--- config.mk ---
export PLATFORM = sky130hd
export DESIGN_NAME = instruction_fetch_unit
export DESIGN_NICKNAME = d
export VERILOG_FILES = /design/src/rtl/fetch_pkg.sv /design/src/rtl/fetch_fifo.sv /design/src/rtl/instruction_fetch_unit.sv
export SDC_FILE = /design/constraint.sdc
export NUM_CORES = 1
export LEC_CHECK = 0
export CELL_PAD_IN_SITES_DETAIL_PLACEMENT = 1
export CELL_PAD_IN_SITES_GLOBAL_PLACEMENT = 1
export CORE_ASPECT_RATIO = 0.8
export CORE_MARGIN = 5
export CORE_UTILIZATION = 36
export DETAILED_ROUTE_END_ITERATION = 10
export PLACE_DENSITY = 0.69
export SLEW_MARGIN = 40
export SYNTH_ARGS = -nofsm -noshare
export SYNTH_HDL_FRONTEND = slang
export SYNTH_SLANG_ARGS = --single-unit
--- constraint.sdc ---
create_clock -name clk -period 15.3 [get_ports clk]
set_input_delay 3.06 -clock clk [delete_from_list [all_inputs] [get_ports clk]]
set_output_delay 3.06 -clock clk [all_outputs]
set_load 0.05 [all_outputs]
--- src/rtl/fetch_pkg.sv ---
// Shared types and constants for the instruction fetch front end.
package fetch_pkg;

  localparam int unsigned INST_BYTES = 4;
  localparam int unsigned PC_W       = 64;
  localparam int unsigned INST_W     = 32;

  typedef enum logic [0:0] {
    RUN  = 1'b0,
    HALT = 1'b1
  } fetch_state_e;

  typedef struct packed {
    logic [PC_W-1:0]   pc;
    logic [INST_W-1:0] instruction;
  } fetch_entry_t;

  function automatic logic is_word_aligned(input logic [1:0] lsb);
    return lsb == 2'b00;
  endfunction

endpackage

--- src/rtl/fetch_fifo.sv ---
// Small synchronous FIFO of fetched {pc, instruction} entries; flush beats push.
module fetch_fifo
  import fetch_pkg::*;
#(
  parameter int unsigned DEPTH = 2,
  localparam int unsigned AW   = $clog2(DEPTH),
  localparam int unsigned CW   = $clog2(DEPTH) + 1
) (
  input  logic         clk,
  input  logic         reset,
  input  logic         push,
  input  logic         pop,
  input  logic         flush,
  input  fetch_entry_t wr_data,
  output fetch_entry_t rd_data,
  output logic         full,
  output logic         empty,
  output logic [CW-1:0] count
);

  fetch_entry_t  mem [DEPTH];
  logic [AW-1:0] wr_ptr;
  logic [AW-1:0] rd_ptr;
  logic          do_push;
  logic          do_pop;

  assign empty   = (count == CW'(0));
  assign full    = (count == CW'(DEPTH));
  assign do_pop  = pop && !empty;
  assign do_push = push && (!full || do_pop);
  assign rd_data = mem[rd_ptr];

  // Storage clears on reset so the head reads as zero until the first push.
  always_ff @(posedge clk) begin
    if (reset) begin
      wr_ptr <= '0;
      rd_ptr <= '0;
      count  <= '0;
      for (int i = 0; i < int'(DEPTH); i++) begin
        mem[i] <= '0;
      end
    end else if (flush) begin
      wr_ptr <= '0;
      rd_ptr <= '0;
      count  <= '0;
    end else begin
      if (do_push) begin
        mem[wr_ptr] <= wr_data;
        wr_ptr      <= wr_ptr + AW'(1);
      end
      if (do_pop) begin
        rd_ptr <= rd_ptr + AW'(1);
      end
      case ({do_push, do_pop})
        2'b10:   count <= count + CW'(1);
        2'b01:   count <= count - CW'(1);
        default: count <= count;
      endcase
    end
  end

endmodule

--- src/rtl/instruction_fetch_unit.sv ---
// Fetch front end: PC register, RUN/HALT control, redirect handling and fetch buffer.
module instruction_fetch_unit
  import fetch_pkg::*;
#(
  parameter int unsigned         PC_WIDTH   = 64,
  parameter logic [PC_WIDTH-1:0] RESET_PC   = '0,
  parameter int unsigned         FIFO_DEPTH = 2,
  parameter logic [PC_WIDTH-1:0] PROG_LIMIT = PC_WIDTH'(96)
) (
  input  logic                clk,
  input  logic                reset,
  output logic [PC_WIDTH-1:0] Inst_Address,
  input  logic [31:0]         Instruction,
  input  logic                redirect_valid,
  input  logic [PC_WIDTH-1:0] redirect_target,
  output logic                out_valid,
  input  logic                out_ready,
  output logic [PC_WIDTH-1:0] out_pc,
  output logic [31:0]         out_instruction,
  output logic                halted,
  output logic                misalign_err
);

  localparam int unsigned CW = $clog2(FIFO_DEPTH) + 1;

  fetch_state_e        state_q;
  fetch_state_e        state_d;
  logic [PC_WIDTH-1:0] fetch_pc_q;
  logic [PC_WIDTH-1:0] pc_d;
  logic                misalign_d;
  logic [PC_WIDTH-1:0] pc_inc;
  logic [PC_WIDTH-1:0] pc_inc_end;
  logic [PC_WIDTH-1:0] target_end;

  logic                push;
  logic                pop;
  logic                flush;
  logic                space;
  logic                fifo_full;
  logic                fifo_empty;
  logic [CW-1:0]       fifo_count;
  fetch_entry_t        wr_entry;
  fetch_entry_t        head;

  assign Inst_Address    = fetch_pc_q;
  assign halted          = (state_q == HALT);
  assign out_valid       = !fifo_empty;
  assign out_pc          = PC_WIDTH'(head.pc);
  assign out_instruction = head.instruction;

  assign pop        = out_valid && out_ready;
  assign space      = (32'(fifo_count) < FIFO_DEPTH) || (fifo_full && pop);
  assign pc_inc     = fetch_pc_q + PC_WIDTH'(INST_BYTES);
  assign pc_inc_end = pc_inc + PC_WIDTH'(INST_BYTES);
  assign target_end = redirect_target + PC_WIDTH'(INST_BYTES);

  assign wr_entry.pc          = PC_W'(fetch_pc_q);
  assign wr_entry.instruction = Instruction;

  // Next state, next PC and buffer control; a redirect overrides any fetch.
  always_comb begin
    state_d    = state_q;
    pc_d       = fetch_pc_q;
    misalign_d = misalign_err;
    push       = 1'b0;
    flush      = 1'b0;
    if (redirect_valid) begin
      flush = 1'b1;
      pc_d  = redirect_target;
      if (!is_word_aligned(redirect_target[1:0])) begin
        misalign_d = 1'b1;
        state_d    = HALT;
      end else if (target_end > PROG_LIMIT) begin
        state_d = HALT;
      end else begin
        state_d = RUN;
      end
    end else if (state_q == RUN && space) begin
      push = 1'b1;
      pc_d = pc_inc;
      if (pc_inc_end > PROG_LIMIT) begin
        state_d = HALT;
      end
    end
  end

  always_ff @(posedge clk) begin
    if (reset) begin
      state_q      <= RUN;
      fetch_pc_q   <= RESET_PC;
      misalign_err <= 1'b0;
    end else begin
      state_q      <= state_d;
      fetch_pc_q   <= pc_d;
      misalign_err <= misalign_d;
    end
  end

  fetch_fifo #(
    .DEPTH (FIFO_DEPTH)
  ) u_fifo (
    .clk     (clk),
    .reset   (reset),
    .push    (push),
    .pop     (pop),
    .flush   (flush),
    .wr_data (wr_entry),
    .rd_data (head),
    .full    (fifo_full),
    .empty   (fifo_empty),
    .count   (fifo_count)
  );

endmodule

==> metrics.cfg, run 1 <==
[run_status]
status=complete, no violations

[pwr]
power.leakage_nw=7.04
ir_worst_vdd_uv=73.1
p_per_area_nw_per_um2=95.9

[logic_synthesis]
ys_seq_area_share_pct=43.4
synth_nets=1837
yosys-top-cells-count=and2_1 (203), edfxtp_1 (192), nor2_1 (185), mux2_2 (103), a21oi_1 (94)
synth_top_area_share_pct=34.8
synth-seq-cells=263
synth.distinct_cells=85
synth_edf_count=192
syn-cell-area_sq_um=16600
yosysMostFrequentCell=and2_1
yosys_warnings=0
synth_top_cell_by_area=edfxtp_1
async_flop_share_pct=0
synthTopCellsByArea=edfxtp_1 (35%), dfxtp_1 (8.6%), and2_1 (7.7%), mux2_2 (7.0%), nor2_1 (4.2%)
syn_avg_cell_area_sq_um=9.57
synthCells=1732
ys.flop_type=edfxtp_1

[grt]
grt.total_usage_pct=23.7
first_global_vias=14800
grt_max_degree=89
gr-total-overflow=0
grt_pass1_wl_um=94300
antenna_found_initial=4

[worst_setup_path]
slowest_stage=or4_1
path_max_fanout=7
crit_top_cell=and3_1
end_kind=register
crit_chain=clkdlybuf4s50_1 > and3_1 > nand3_1 > or4_1 > nor4_1 > and4_1 > and3_1 > nor3b_1 > o21ai_0 > a22oi_1 > a31oi_1 > o31a_1
required_ns=15.79
path_class=in2reg
critPathMaxStageDelay_ns=0.73
start_kind=input pin
arrival_ns=6.94
cp_num_buf_inv=1
cpLargestDelayFamily=simple AND/OR/NAND/NOR gates

[sta]
slew_viol_final=0
grt_setup_unrepaired=no
finalCriticalPeriod_ns=6.45
max_freq_mhz=155
clock_skew_ns=0.0423
slew_headroom_pct=45.1
finalHoldViolations=0
setup_slack_ns=8.85
setup_tns_ns=0
timing.final.crit_share_pct=42.1
setup_viol=0
holdWs_ns=0.452
tightest_slew_ns=0.817

[die]
die_w_um=250
die-area_sq_um=50400
row_count=70
io-pin-count=263
core_region_area_sq_um=45600
fp.dieH_um=202
initial_core_util_pct=36.3

[placed_design]
place_congestion=0.926
portBuffers=262
hpwl_um=46600
pre_cts_ws_ns=8.27
dp.cells=2498

[cts]
clk_latency_ns=0.61
cts_num_sinks=263
cts.repair.resized=0
cts_buffers=31
postCtsSetupBuffers=0
cts_tree=yes
clockBufferDepth=3
ctsRootBufferMaster=clkbuf_16
clk_pin_slew_ns=0.06
ctsHoldBuffers=0
cts_max_level=1

[drt]
first_iter_violations=1170
vias=14800
wl_um=62400
dr.pass1.iters=5
post-route-drc-count=0
via_per_inst=5.77
avgRoutedWirePerCell_um=24.4
ant_nets=0

[final_layout]
final_nets=2024
area_delta_synth_final_pct=25.0
layout-drive-gt1-share_pct=12.0
instances_no_fill=2558
utilization_pct=45.4

[min_path]
hp-class=reg2reg

[flow_run]
cap_violations=0

path summary, 6_finish.rpt:
kind	from	slack, ns	end	cells after the start
setup reg to reg	Inst_Address[6]	9.38	halted	11
hold / removal	misalign_err	0.45	misalign_err	2
setup / recovery	redirect_target[2]	8.85	halted	12
hold reg to reg	misalign_err	0.45	misalign_err	2
final cells by class:
| class | count | area [sq um] |
|---|---|---|
| diodes | 3 | 7.51 |
| clock buffers | 36 | 815 |
| clock inverters | 21 | 274 |
| fillers | 5069 | 24900 |
| inverters | 19 | 71.3 |
| multi-input cells | 1325 | 8820 |
| flip-flops and latches | 263 | 7190 |
| well taps | 612 | 766 |
| repair buffers | 279 | 2770 |
state kept, by name (all words and copies together) (netlist names), named ones only:
name           cells
u_fifo.rd_ptr      1
Inst_Address      64
halted             1
u_fifo.wr_ptr      1
misalign_err       1
u_fifo.count       2
u_fifo.mem       192
routing by layer:
metal  share of wire, %  global-route usage, %
met1                 49                   36.7
met2                 42                   34.8
met3                7.1                   3.89
met4                2.1                   4.92
met5                  0                      0
worst register-to-register path, stage by stage (launching register included):
cell and delay (ns):
dfxtp_1 0.73, nand4_1 0.62, or4_1 0.86, nor4_2 0.55, o221ai_1 0.24, nor4_4 0.53
nand4_1 0.29, mux2i_1 0.18, a2111oi_0 0.55, nand4_1 0.20, or4_1 0.71, o31a_1 0.35
metrics by stage:
step / total power [mW] / area [sq um]
floorplan: 1.06 / 16600
global placement: 1.21 / 19600
detailed placement: 1.21 / 19600
CTS: 2.00 / 20700
global route: 2.06 / 20700
finish: 1.99 / 20700
layout by cell type, fill, tap and decap left out, drive strengths merged, types with 36 or more instances in the layout:
| master | count |
|---|---|
| a21oi | 94 |
| and2 | 203 |
| clkbuf | 36 |
| clkdlybuf4s50 | 260 |
| dfxtp | 71 |
| edfxtp | 192 |
| mux2 | 103 |
| nand2 | 93 |
| nand3 | 49 |
| nand4 | 73 |
| nor2 | 185 |
| nor3 | 50 |
| nor4 | 64 |
| o21ai | 40 |
| xnor2 | 59 |
| xor2 | 41 |
cells by family after synthesis:
group	after synthesis	share of synthesized area (%)
and+or+nand+nor	857	30.0
DFF	263	43.4
AOI/OAI and AO/OA	248	9.53
buffers and inverters	144	3.70
muxes	115	7.72
xor gates and xnor gates	100	5.29
adders and majority gates	5	0.378
power by group:
group	leakage, nW	switching, mW	total (mW)	internal (mW)
clock network	0.525	0.307	0.789	0.482
registers	2.60	0.0539	0.857	0.803
logic	3.91	0.219	0.341	0.122
No activity file was read; power rests on OpenSTA's default activity.
==> run 2: changes to the inputs <==
--- a/config.mk
+++ b/config.mk
@@ -11,7 +11,7 @@
 export CORE_MARGIN = 5
 export CORE_UTILIZATION = 36
 export DETAILED_ROUTE_END_ITERATION = 10
-export PLACE_DENSITY = 0.69
+export PLACE_DENSITY = 0.72
 export SLEW_MARGIN = 40
 export SYNTH_ARGS = -nofsm -noshare
 export SYNTH_HDL_FRONTEND = slang
==> constraint.sdc (replaced) <==
create_clock -name clk -period 5.45 [get_ports clk]
set_input_delay 1.09 -clock clk [delete_from_list [all_inputs] [get_ports clk]]
set_output_delay 1.09 -clock clk [all_outputs]
set_load 0.05 [all_outputs]
==> run 2 against run 1 <==
Die area unchanged. Critical path depth shrank 1. Combinational power grew to 3.1 times the previous value. Clock-buffer cell count increased by 10. Clock skew shrank 0.0034 ns. Largest cell class unchanged. Sequential cell count is the same. Highest routed layer is now met5. Register-to-register slack lost 9.0 ns. Non-clock buffer count increased by 63. Global-route usage up 0.83 points. Power rose to 2.7 times the previous value. First-iteration DRC count up 8.8%. Critical path type is now reg2reg. Sequential power rose to 2.7 times the previous value.
==> metrics.cfg, run 2 (synthesis results as in run 1) <==
[min_path]
hp-class=reg2reg

[cts]
cts_buffers=28
clk_latency_ns=0.60
clockBufferDepth=3
cts_tree=yes
cts.repair.resized=0
ctsRootBufferMaster=clkbuf_16
clk_pin_slew_ns=0.06
ctsHoldBuffers=0
postCtsSetupBuffers=0
cts_max_level=1
cts_num_sinks=263

[worst_setup_path]
slowest_stage=or4_1
end_kind=register
crit_top_cell=nand2_1
critPathMaxStageDelay_ns=0.75
required_ns=5.91
path_class=reg2reg
arrival_ns=5.51
rrSetupSlack_ns=0.40
crit_chain=nand4_1 > or4_1 > or3_1 > xor2_1 > nor4_2 > nand2_1 > nor4b_1 > mux2i_1 > nand2_1 > a221o_1 > o31a_1
start_kind=register
path_max_fanout=16

[placed_design]
portBuffers=262
hpwl_um=49100
dp.cells=2561
pre_cts_ws_ns=0.522
place_congestion=0.966

[pwr]
intPower_mw=3.69
p_total_mw=5.29
sw_frac_of_total_pct=30.3
ir_worst_vdd_uv=216
p_per_area_nw_per_um2=251
p_seq_share_pct=44.5
clockPowerShare_pct=35.7
switchingPower_mw=1.60
power.leakage_nw=7.29
p_comb_share_pct=19.8

[sta]
tightest_slew_ns=0.881
finalCriticalPeriod_ns=5.05
setup_tns_ns=0
finalHoldViolations=0
setup_slack_ns=0.401
timing.final.crit_share_pct=92.6
setup_viol=0
max_freq_mhz=198
grt_setup_unrepaired=no
slew_headroom_pct=40.4
slew_viol_final=0
clock_skew_ns=0.0388
holdWs_ns=0.471

[die]
row_count=70
fp.dieH_um=202
die_w_um=250
core_region_area_sq_um=45600
die-area_sq_um=50400
io-pin-count=263
initial_core_util_pct=36.3

[drt]
met2WireLength_um=27100
avgRoutedWirePerCell_um=24.7
ant_nets=0
wl_um=64600
first_iter_violations=1273
wl_met1_um=31400
post-route-drc-count=0
dr.pass1.iters=5
vias=15100
wl_met3_um=4550
highest_layer=met5
via_per_inst=5.77

[final_layout]
final_cell_mix=clkdlybuf4s50_1 (260), and2_1 (203), edfxtp_1 (192), nor2_1 (185), mux2_2 (103)
diodes=0
final_common_cell=clkdlybuf4s50_1
largest-register=u_fifo.mem
instances_no_fill=2613
largest_reg_flops=192
area_delta_synth_final_pct=26.9
final_nets=2084
layout-drive-gt1-share_pct=14.4

[run_status]
status=complete, no violations

[grt]
grt.total_usage_pct=24.5
grt_pass1_wl_um=97100
antenna_found_initial=2
grt_max_degree=79
first_global_vias=15300
gr-total-overflow=0

[flow_run]
cap_violations=0

run 2: metrics by stage:
step / area (sq um) / util (%)
floorplan: 16600 / -
global placement: 20100 / 44.0
detailed placement: 20100 / 44.1
CTS: 21000 / 46.1
global route: 21000 / 46.1
finish: 21000 / 46.1
run 2: power by group through the flow:
stage / clock [mW] / sequential, mW / combinational, mW
after floorplan: 0 / 2.44 / 0.540
after global placement: 0 / 2.38 / 1.03
after detailed placement: 0 / 2.39 / 1.04
after CTS: 1.92 / 2.35 / 1.04
after global routing: 2.01 / 2.36 / 1.10
final: 1.89 / 2.35 / 1.05
run 2: layout make-up:
cell class,count,area (sq um)
timing repair buffer,342,3280
fill,5147,24600
inverter,19,71.3
sequential,263,7190
clock inverter,6,53.8
tap,612,766
clock buffer,46,850
multi-input combinational,1325,8820
run 2: path summary, 6_finish.rpt:
kind                                      start  cells after the start            to
worst min-delay path               misalign_err                      2  misalign_err
worst max register to register  Inst_Address[6]                     11        halted
worst max-delay path            Inst_Address[6]                     11        halted
worst min register to register     misalign_err                      2  misalign_err
run 2: worst max-delay path: cells and delay by family, from the launching register on:
kind	cells	cell delay, ns
AOI/OAI and AO/OA	2	0.54
DFF	1	0.67
muxes	1	0.24
xor gates and xnor gates	1	0.23
and+or+nand+nor	7	3.23
run 2: per-layer routing:
metal	up-vias	track usage, %
li1	6868	-
met1	7583	37.4
met2	553	36.3
met3	82	4.27
met4	2	5.54
met5	-	0
==> run 3: changes to the inputs <==
--- a/config.mk
+++ b/config.mk
@@ -11,8 +11,10 @@
 export CORE_MARGIN = 5
 export CORE_UTILIZATION = 36
 export DETAILED_ROUTE_END_ITERATION = 10
-export PLACE_DENSITY = 0.72
+export PLACE_DENSITY_LB_ADDON = 0.1
+export SKIP_LAST_GASP = 1
 export SLEW_MARGIN = 40
 export SYNTH_ARGS = -nofsm -noshare
 export SYNTH_HDL_FRONTEND = slang
 export SYNTH_SLANG_ARGS = --single-unit
+export TNS_END_PERCENT = 20
==> run 3 against run 2 <==
First-iteration DRC count is 6.0% lower. Critical path depth is 1 higher. Clock power is 3% higher. Global-route usage up 0.097 points. Highest routed layer is now met4. Non-clock buffer count down 7.
==> metrics.cfg, run 3 (synthesis results as in run 1) <==
[run_status]
status=complete, no violations

[pwr]
p_comb_share_pct=19.3
intPower_mw=3.74
sw_frac_of_total_pct=30.0
p_seq_share_pct=44.2
ir_worst_vdd_uv=234
p_per_area_nw_per_um2=255
clockPowerShare_pct=36.5
power.leakage_nw=7.24
switchingPower_mw=1.60

[min_path]
hp-class=reg2reg
hold_path_depth=2

[placed_design]
dpl_cell_area_sq_um=20100
hpwl_um=49800
portBuffers=262
place_congestion=0.882
dp.cells=2554
pre_cts_ws_ns=0.514

[final_layout]
multi_input_area_sq_um=8810
largest_reg_flops=192
largest-register=u_fifo.mem
final_common_cell=clkdlybuf4s50_1
utilization_pct=46.0
fill_cells=5111
layout-drive-gt1-share_pct=13.9
final_cell_mix=clkdlybuf4s50_1 (260), and2_1 (203), edfxtp_1 (192), nor2_1 (185), mux2_2 (103)
regArea_sq_um=7190
instances_no_fill=2608
area_delta_synth_final_pct=26.6
design_area_sq_um=21000
final_nets=2078

[cts]
clk_pin_slew_ns=0.06
ctsRootBufferMaster=clkbuf_16
cts_num_sinks=263
cts_tree=yes
clk_latency_ns=0.60
cts_buffers=29
ctsHoldBuffers=0
cts_max_level=1
postCtsSetupBuffers=0
cts.repair.resized=0
clockBufferDepth=3

[die]
initial_core_util_pct=36.3
die-area_sq_um=50400
row_count=70
fp.dieH_um=202
die_w_um=250
core_region_area_sq_um=45600
io-pin-count=263

[sta]
finalHoldViolations=0
max_freq_mhz=200
setup_tns_ns=0
grt_setup_unrepaired=no
timing.final.crit_share_pct=91.7
setup_slack_ns=0.453
slew_viol_final=0
clock_skew_ns=0.0325
finalCriticalPeriod_ns=5.00
slew_headroom_pct=42.0
setup_viol=0
tightest_slew_ns=0.867

[drt]
vias=14800
avgRoutedWirePerCell_um=25.0
wl_um=65200
via_per_inst=5.68
ant_nets=0
post-route-drc-count=0
dr.pass1.iters=5
first_iter_violations=1197

[worst_setup_path]
slowest_stage=or4_1
end_kind=register
crit_top_cell=nor4_4
start_kind=register
path_class=reg2reg
critPathMaxStageDelay_ns=0.80
arrival_ns=5.48
required_ns=5.94
path_max_fanout=13
crit_chain=ha_1 > nand3_1 > or4_1 > nor4_4 > xnor2_1 > nor4_4 > nand4_2 > nor4_1 > mux2i_1 > a2111oi_2 > nand4_1 > o31a_1
r2r_cells=12

[grt]
grt_max_degree=89
antenna_found_initial=3
grt.total_usage_pct=24.6
grt_pass1_wl_um=96400
gr-total-overflow=0
first_global_vias=14700

[flow_run]
cap_violations=0

run 3: changes by cell type in the layout (fill, tap and decap cells not counted), sizes merged:
cell / before / now
buf: 82 / 75
bufinv: 0 / 2
clkbuf: 46 / 44
diode: 0 / 1
inv: 19 / 20
run 3: final timing paths:
path / from / end / slack [ns]
max: Inst_Address[2] / halted / 0.45
min: misalign_err / misalign_err / 0.50
max reg2reg: Inst_Address[2] / halted / 0.45
min reg2reg: misalign_err / misalign_err / 0.50
run 3: area by class of cell:
cell class / count / share of cell area [%]
Antenna cell: 1 / 0.0119
Clock buffer: 44 / 3.90
Tap cell: 612 / 3.65
Timing Repair Buffer: 335 / 15.3
Sequential cell: 263 / 34.3
Inverter: 19 / 0.340
Clock inverter: 9 / 0.495
Multi-Input combinational cell: 1325 / 42.0
run 3: per-layer routing:
layer | GRT usage (%) | up-vias | share of wire, %
met1 | 38.5 | 7426 | 50
li1 | - | 6858 | -
met3 | 4.26 | 62 | 6.3
met2 | 35.5 | 456 | 41
met4 | 5.23 | 0 | 2.3
met5 | 0 | - | 0
run 3: worst max-delay path, delay by kind of cell (launching register included):
family	cells	cell delay, ns
multiplexers	1	0.16
XOR/XNOR	1	0.23
adder cells (fa/ha/maj)	1	0.26
AO/OA/AOI/OAI	2	0.64
AND/OR/NAND/NOR	7	2.98
flip-flops	1	0.58
run 3: power by group through the flow:
| stage | Combinational [mW] | Sequential [mW] | Clock (mW) |
|---|---|---|---|
| CTS | 1.03 | 2.36 | 2.00 |
| floorplan | 0.540 | 2.44 | 0 |
| detailed placement | 1.03 | 2.40 | 0 |
| global route | 1.09 | 2.37 | 2.08 |
| finish | 1.03 | 2.36 | 1.95 |
| global placement | 1.02 | 2.40 | 0 |
run 3: through the flow:
step	power [mW]	hold WS (ns)
after floorplan	2.98	0.520
after global placement	3.42	0.439
after detailed placement	3.43	0.493
after CTS	5.39	0.506
after global routing	5.54	0.508
final	5.35	0.498
